$ cat src/rtl/hbm_init_sequencer.sv
// hbm_init_sequencer: HBM power-up, reset-hold and calibration-retry sequencer on the control clock.
// Optional feature macro HBM_CATTRIP_EN: a synchronised cattrip forces FAIL with err_code 2.
module hbm_init_sequencer #(
  parameter int unsigned CLK_STABLE_CYCLES  = 256,
  parameter int unsigned RST_HOLD_CYCLES    = 64,
  parameter int unsigned CAL_TIMEOUT_CYCLES = 1048576,
  parameter int unsigned MAX_RETRIES        = 3,
  parameter int unsigned CNT_W              = 24
) (
  input  logic       clk,
  input  logic       rst,
  input  logic       start,
  input  logic       stop,
  input  logic       apb_complete,
  input  logic       cattrip,
  output logic       hbm_clk_en,
  output logic       hbm_rst_n,
  output logic       ready,
  output logic       error,
  output logic [1:0] err_code,
  output logic [3:0] retry_cnt,
  output logic [2:0] state_o
);

  typedef enum logic [2:0] {
    IDLE     = 3'd0,
    CLK_ON   = 3'd1,
    RST_HOLD = 3'd2,
    CAL_WAIT = 3'd3,
    READY    = 3'd4,
    FAIL     = 3'd5
  } state_e;

  localparam logic [CNT_W-1:0] CLK_LOAD  = CNT_W'(CLK_STABLE_CYCLES - 1);
  localparam logic [CNT_W-1:0] RST_LOAD  = CNT_W'(RST_HOLD_CYCLES - 1);
  localparam logic [CNT_W-1:0] CAL_LOAD  = CNT_W'(CAL_TIMEOUT_CYCLES - 1);
  localparam logic [CNT_W-1:0] CNT_ONE   = CNT_W'(1);
  localparam logic [3:0]       RETRY_MAX = 4'(MAX_RETRIES);

  state_e           state_q, state_d;
  logic [CNT_W-1:0] count_q, count_d;
  logic [3:0]       retry_q, retry_d;
  logic [1:0]       errCode_q, errCode_d;
  logic             clkEn_q, clkEn_d;
  logic             rstN_q, rstN_d;
  logic             ready_q, ready_d;
  logic             error_q, error_d;
  logic             apbMeta_q, apbSync_q;
  logic             catMeta_q, catSync_q;
  logic             catTrip;

`ifdef HBM_CATTRIP_EN
  assign catTrip = catSync_q;
`else
  logic unusedCatSync;
  assign unusedCatSync = catSync_q;
  assign catTrip       = 1'b0;
`endif

  // Next-state logic; stop overrides everything, cattrip overrides the normal transitions.
  always_comb begin
    state_d   = state_q;
    count_d   = count_q;
    retry_d   = retry_q;
    errCode_d = errCode_q;
    if (stop) begin
      state_d = IDLE;
      count_d = '0;
    end else begin
      unique case (state_q)
        IDLE: begin
          if (start) begin
            state_d   = CLK_ON;
            retry_d   = '0;
            errCode_d = 2'd0;
            count_d   = CLK_LOAD;
          end
        end
        CLK_ON: begin
          if (count_q == '0) begin
            state_d = RST_HOLD;
            count_d = RST_LOAD;
          end else begin
            count_d = count_q - CNT_ONE;
          end
        end
        RST_HOLD: begin
          if (count_q == '0) begin
            state_d = CAL_WAIT;
            count_d = CAL_LOAD;
          end else begin
            count_d = count_q - CNT_ONE;
          end
        end
        CAL_WAIT: begin
          if (apbSync_q) begin
            state_d = READY;
          end else if (count_q == '0) begin
            if (retry_q < RETRY_MAX) begin
              retry_d = retry_q + 4'd1;
              state_d = RST_HOLD;
              count_d = RST_LOAD;
            end else begin
              state_d   = FAIL;
              errCode_d = 2'd1;
            end
          end else begin
            count_d = count_q - CNT_ONE;
          end
        end
        READY: begin
          if (!apbSync_q) begin
            state_d   = FAIL;
            errCode_d = 2'd1;
          end
        end
        FAIL: begin
          state_d = FAIL;
        end
        default: state_d = IDLE;
      endcase
      if (catTrip && (state_q != IDLE) && (state_q != FAIL)) begin
        state_d   = FAIL;
        errCode_d = 2'd2;
      end
    end
    clkEn_d = (state_d == CLK_ON) || (state_d == RST_HOLD) ||
              (state_d == CAL_WAIT) || (state_d == READY);
    rstN_d  = (state_d == CAL_WAIT) || (state_d == READY);
    ready_d = (state_d == READY);
    error_d = (state_d == FAIL);
  end

  always_ff @(posedge clk or posedge rst) begin
    if (rst) begin
      state_q   <= IDLE;
      count_q   <= '0;
      retry_q   <= '0;
      errCode_q <= 2'd0;
      clkEn_q   <= 1'b0;
      rstN_q    <= 1'b0;
      ready_q   <= 1'b0;
      error_q   <= 1'b0;
      apbMeta_q <= 1'b0;
      apbSync_q <= 1'b0;
      catMeta_q <= 1'b0;
      catSync_q <= 1'b0;
    end else begin
      state_q   <= state_d;
      count_q   <= count_d;
      retry_q   <= retry_d;
      errCode_q <= errCode_d;
      clkEn_q   <= clkEn_d;
      rstN_q    <= rstN_d;
      ready_q   <= ready_d;
      error_q   <= error_d;
      apbMeta_q <= apb_complete;
      apbSync_q <= apbMeta_q;
      catMeta_q <= cattrip;
      catSync_q <= catMeta_q;
    end
  end

  assign hbm_clk_en = clkEn_q;
  assign hbm_rst_n  = rstN_q;
  assign ready      = ready_q;
  assign error      = error_q;
  assign err_code   = errCode_q;
  assign retry_cnt  = retry_q;
  assign state_o    = state_q;

endmodule

$ cat config.mk
export PLATFORM = sky130hd
export DESIGN_NAME = hbm_init_sequencer
export DESIGN_NICKNAME = d
export VERILOG_FILES = /design/src/rtl/hbm_init_sequencer.sv
export SDC_FILE = /design/constraint.sdc
export NUM_CORES = 1
export LEC_CHECK = 0
export ABC_AREA = 1
export CORE_ASPECT_RATIO = 0.75
export CORE_MARGIN = 5
export CORE_UTILIZATION = 55
export DETAILED_ROUTE_END_ITERATION = 16
export PLACE_DENSITY = 0.77
export SYNTH_ARGS = -nofsm -noshare
export SYNTH_HDL_FRONTEND = slang
export SYNTH_SLANG_ARGS = --single-unit
$ cat constraint.sdc
create_clock -name clk -period 5.5 [get_ports clk]
set_input_delay 1.65 -clock clk [delete_from_list [all_inputs] [get_ports clk]]
set_output_delay 1.65 -clock clk [all_outputs]
set_load 0.01 [all_outputs]
Word-level counts from Yosys, hierarchy flattened
Index checks and enable logic that the tools add are counted.

Register bits after elaboration: 39. Output and inout port bits: 13. Word-level logic and storage cells: 73. Input bits: 6.

Bitwise logic cells: 1. Order comparisons: 1. Eq/ne operators: 19. Multiplexer cells: 28. Add/sub/neg operators: 2. Reductions and logical operators: 12.

Operators by type and width (number): $mux W24 (7); $pmux W24 S4 (1); $logic_not A24 Y1 (1); $mux W3 (8); $sub A24 B1 Y24 const B (1); $pmux W3 S6 (1); $mux W4 (4); $eq A3 B2 Y1 const B (4); $eq A3 B3 Y1 const B (4); $ne A2 B2 Y1 const B (6); $mux W2 (5); $pmux W4 S2 (1); $reduce_and A7 Y1 (1); $eq A3 B1 Y1 const B (2); $ne A3 B3 Y1 const B (2); $pmux W2 S3 (1); $reduce_and A6 Y1 (1); $reduce_bool A5 Y1 (1); $add A4 B1 Y4 const B (1); $logic_or A1 B1 Y1 (4); $lt A4 B2 Y1 const B (1); $ne A4 B4 Y1 const B (1); $reduce_and A4 Y1 (1); $logic_not A3 Y1 (1); 3 further kinds (3).

Longest topological paths before layout
Word-level depth: 10. Depth in mapped cells: 13.

Worst setup path after synthesis
OpenSTA, ideal clock, no wires.

Kind: input port to flip-flop. From: in start. To: reg count_q[7]. Library setup time: 0.126 ns. Data arrival time: 2.346 ns. Data required time: 5.374 ns. Path buffers: 1. Setup slack: 3.028 ns. Cell stages on the path: 8. Path through: o21ai_2 > nor2_2 > o21ai_4 > nand2_4 > clkinv_2 > buf_6 > nand2_1 > o21ai_0.

Cells in the longest elaborated chain, start to end: 2.

Ends and longest elaborated chain: start, declared (line 12) `input logic start,`; $ne A3 B3 Y1 (no source line); $reduce_and A4 Y1 (no source line); end signal, assigned (line 150) `count_q <= count_d;`; end, declared (line 41) `logic [CNT_W-1:0] count_q, count_d;`.

No other way between the ends. A chain may end at the register's enable or synchronous reset.

Worst setup path after layout
From: reg state_q[1], in the netlist state_o[1]. To: out state_o[1].

RTL lines: start, declared (line 40) `state_e state_q, state_d;`; start signal, assigned (line 149) `state_q <= state_d;`; end, declared (line 22) `output logic [2:0] state_o`.

No word-level cell between the ends.

==> metrics.md <==
| Metric | Value |
|---|---|
| Status | `finished, final reports clean` |
| Drt first pass iters | `4` |
| Warnings, synthesis | `0` |
| Via/cell ratio | `~5.2` |
| DRT Wirelength | `roughly 4.7 mm` |
| Total Routing Usage GR | `around 20%` |
| Synth top area cells | `dfrtp_1 44%, nand2_1 13%, nor2_1 8.1%` |
| F_max | `roughly 330 MHz` |
| Antenna-violating nets left | `0` |
| Startpoint Class | `register` |
| CORE AREA | `between 0.003 and 0.004 mm²` |
| Pleak | `1.24 nW` |
| Worst vdd ir | `~0.16 mV` |
| Worst path arrival time | `1.38 ns` |
| Final Hold Viols | `0` |
| Top FF cell, synth | `dfrtp_1` |
| Register area share after synthesis | `a little over two fifths` |
| TNS Setup | `0 ns` |
| Area of the multi-input gates | `0.00107 mm²` |
| Setup ws final | `approximately 2.5 ns` |
| Area grow syn2layout | `13.0%` |
| Max cap viols | `0` |
| Ant. Diodes | `0` |
| Hold buffers post-CTS | `0` |
| Input/output buffers | `16` |
| Worst min path class | `reg -> reg` |
| Post-layout nets | `319` |
| Wire per inst | `roughly 13 µm` |
| Residual DRC count | `0` |
| Tcrit/Tclk final | `a little under three fifths` |
| Htree depth | `2` |
| Share of the synthesized area in the top cell type | `a little over two fifths` |
| Vias in the first global route | `around 1,700` |
| Worst r2r dst | `count_q[6]` |
| CTS root buf | `clkbuf_8` |
| Ys async rst share | `between 90% and 100%` |
| Area leader, netlist | `dfrtp_1` |
| Final hold slack | `approximately 0.37 ns` |
| Post-DP HPWL | `around 3.4 mm` |
| CTS tree | `built` |
| Share of cells above drive strength 1 | `approximately 8.0%` |
| Setup WS pre-CTS | `~2.2 ns` |
| CP max FO | `8` |
| Initial Util | `58.4%` |
| Post-synth EDFFs | `0` |
| Post_cts resized | `0` |
| Die Y | `approximately 65 µm` |
| Num CTS Buffers | `5` |
| Top cells by count, synth | `73 x nand2_1, 47 x nor2_1, 38 x dfrtp_1` |
| Most frequent cell after synthesis | `nand2_1` |
| # clock sinks | `38` |
| Crit-path leading delay family | `buffers and inverters` |
| I/O pins | `19` |
| Max Slew Vio Count | `0` |
| # rows | `19` |
| CP Capture Type | `primary output` |
| Die W | `between 80 and 90 µm` |
| Worst reg-to-reg path cell count | `10` |
| Synth Register Bits | `38` |
| Critical path depth in cells | `1` |
| Clk_skew | `between 0.002 and 0.003 ns` |
| Clk slew on worst S/H paths | `roughly 0.070 ns` |
| Fillcell total | `between 300 and 400` |
| Worst-Skew Late Latency | `around 0.29 ns` |
| Worst Path Required | `3.85 ns` |
| Initial DRC Count | `around 140` |
| FF-to-FF setup slack | `between 3 and 4 ns` |
| Post-CTS Setup Bufs | `0` |
| Clock Path Buffers | `2` |
| Crit path cell chain | `clkdlybuf4s50_1` |
| Reg area | `~950 µm²` |
| Worst path bufs/invs | `1` |
| Grt ovf | `0` |
| Syn_nets | `between 200 and 300` |
| Finish-stage setup viols | `0` |
| Mapped Area | `about 0.0022 mm²` |
| Final min period | `3.03 ns` |
| Slowest cell on crit path | `clkdlybuf4s50_1` |
| Yosys cell types | `32` |
| FF-to-FF Start | `count_q[0]` |
| Critical path class | `reg -> out` |
| Die area | `0.00534 mm²` |
| RSZ-0062 raised after global routing | `false` |
| Global-route wire length before repair | `8.02 mm` |
| Critical path origin | `state_o[1]` |
| Cells after synthesis | `290` |
| Routability congestion estimate | `roughly 0.86` |
| Pin count of the biggest net entering global routing | `39` |
| Antenna violations before repair | `0` |
| Pwr dens | `around 260 mW/mm²` |
| Routed vias | `about 1,900` |
| Crit-path max cell delay | `0.59 ns` |
| Syn avg cell area | `~7.5 µm²` |
| Worst setup endpoint | `state_o[1]` |
-- how the worst min path moves through the flow --
stage                     startpoint        end  slack (ns)  depth (start not counted)
final                      apbMeta_q  apbSync_q        0.37                          0
after global routing       apbMeta_q  apbSync_q        0.39                          0
after CTS                  apbMeta_q  apbSync_q        0.37                          0
after detailed placement   apbMeta_q  apbSync_q        0.35                          0
after global placement     apbMeta_q  apbSync_q        0.33                          0
after floorplan            apbMeta_q  apbSync_q        0.33                          0
-- routing by layer --
metal	global-route usage (%)	up-vias	wire, µm
li1	-	961	-
met1	29.5	863	2410
met2	27.0	51	1880
met3	5.40	7	341
met4	5.71	0	64
met5	0	-	0
-- report_power, final --
group          total [W]  leakage (nW)  internal, W  switching, W
Sequential      0.000318         0.508     0.000298     0.0000197
Clock           0.000179        0.0383    0.0000872     0.0000922
Combinational   0.000148         0.690    0.0000537     0.0000946
-- logic make-up after synthesis --
group / share of synthesized area, %
other: 0.172
buffers and inverters: 7.29
DFF: 43.6
and+or+nand+nor: 30.9
adders and majority gates: 1.15
xor gates and xnor gates: 4.82
AOI/OAI and AO/OA: 12.0
-- worst register-to-register path, cell delays in order (launching register included) --
cell	delay, ns
dfrtp_1	0.36
inv_1	0.12
ha_1	0.23
nand2_2	0.11
nor2_4	0.21
nand3_2	0.29
o21ai_4	0.36
nand2_4	0.16
clkinv_2	0.21
nand2_1	0.07
o21ai_0	0.08
-- per-stage QoR --
step	total power (W)	cells	area [µm²]	utilization, %
3_3_place_gp	0.000466	356	2390	64.0
4_1_cts	0.000647	363	2460	66.0
2_1_floorplan	0.000428	290	2180	-
5_1_grt	0.000687	363	2460	66.0
6_report	0.000645	363	2460	66.0
3_5_place_dp	0.000469	356	2390	64.0
-- cells in the final DEF, fill, tap and decap left out, drive strengths merged --
cell            n
a22oi           1
o22ai           4
nand4           5
buf             1
a21oi           5
xor2           12
a21o            1
clkdlybuf4s50  16
a211oi          1
clkbuf          7
nand2          78
dfrtp          38
o21a            1
inv            33
nor3            4
o21ai          29
nand3          12
o211ai          3
conb            1
nand3b          1
clkinv          2
nor2           54
ha              2
-- layout make-up --
class | instances | share of cell area (%)
inverters | 35 | 5.38
flip-flops and latches | 38 | 38.6
clock buffers | 7 | 3.10
multi-input cells | 214 | 43.5
repair buffers | 17 | 6.81
well taps | 52 | 2.64
-- flip-flops by register name, indices dropped and copies added (netlist names) --
signal	cells
state_o	3
count_q	24
apbMeta_q	1
err_code	1
ready	1
retry_cnt	4
hbm_clk_en	1
hbm_rst_n	1
error	1
apbSync_q	1
Power figures use the tool's default switching activity.
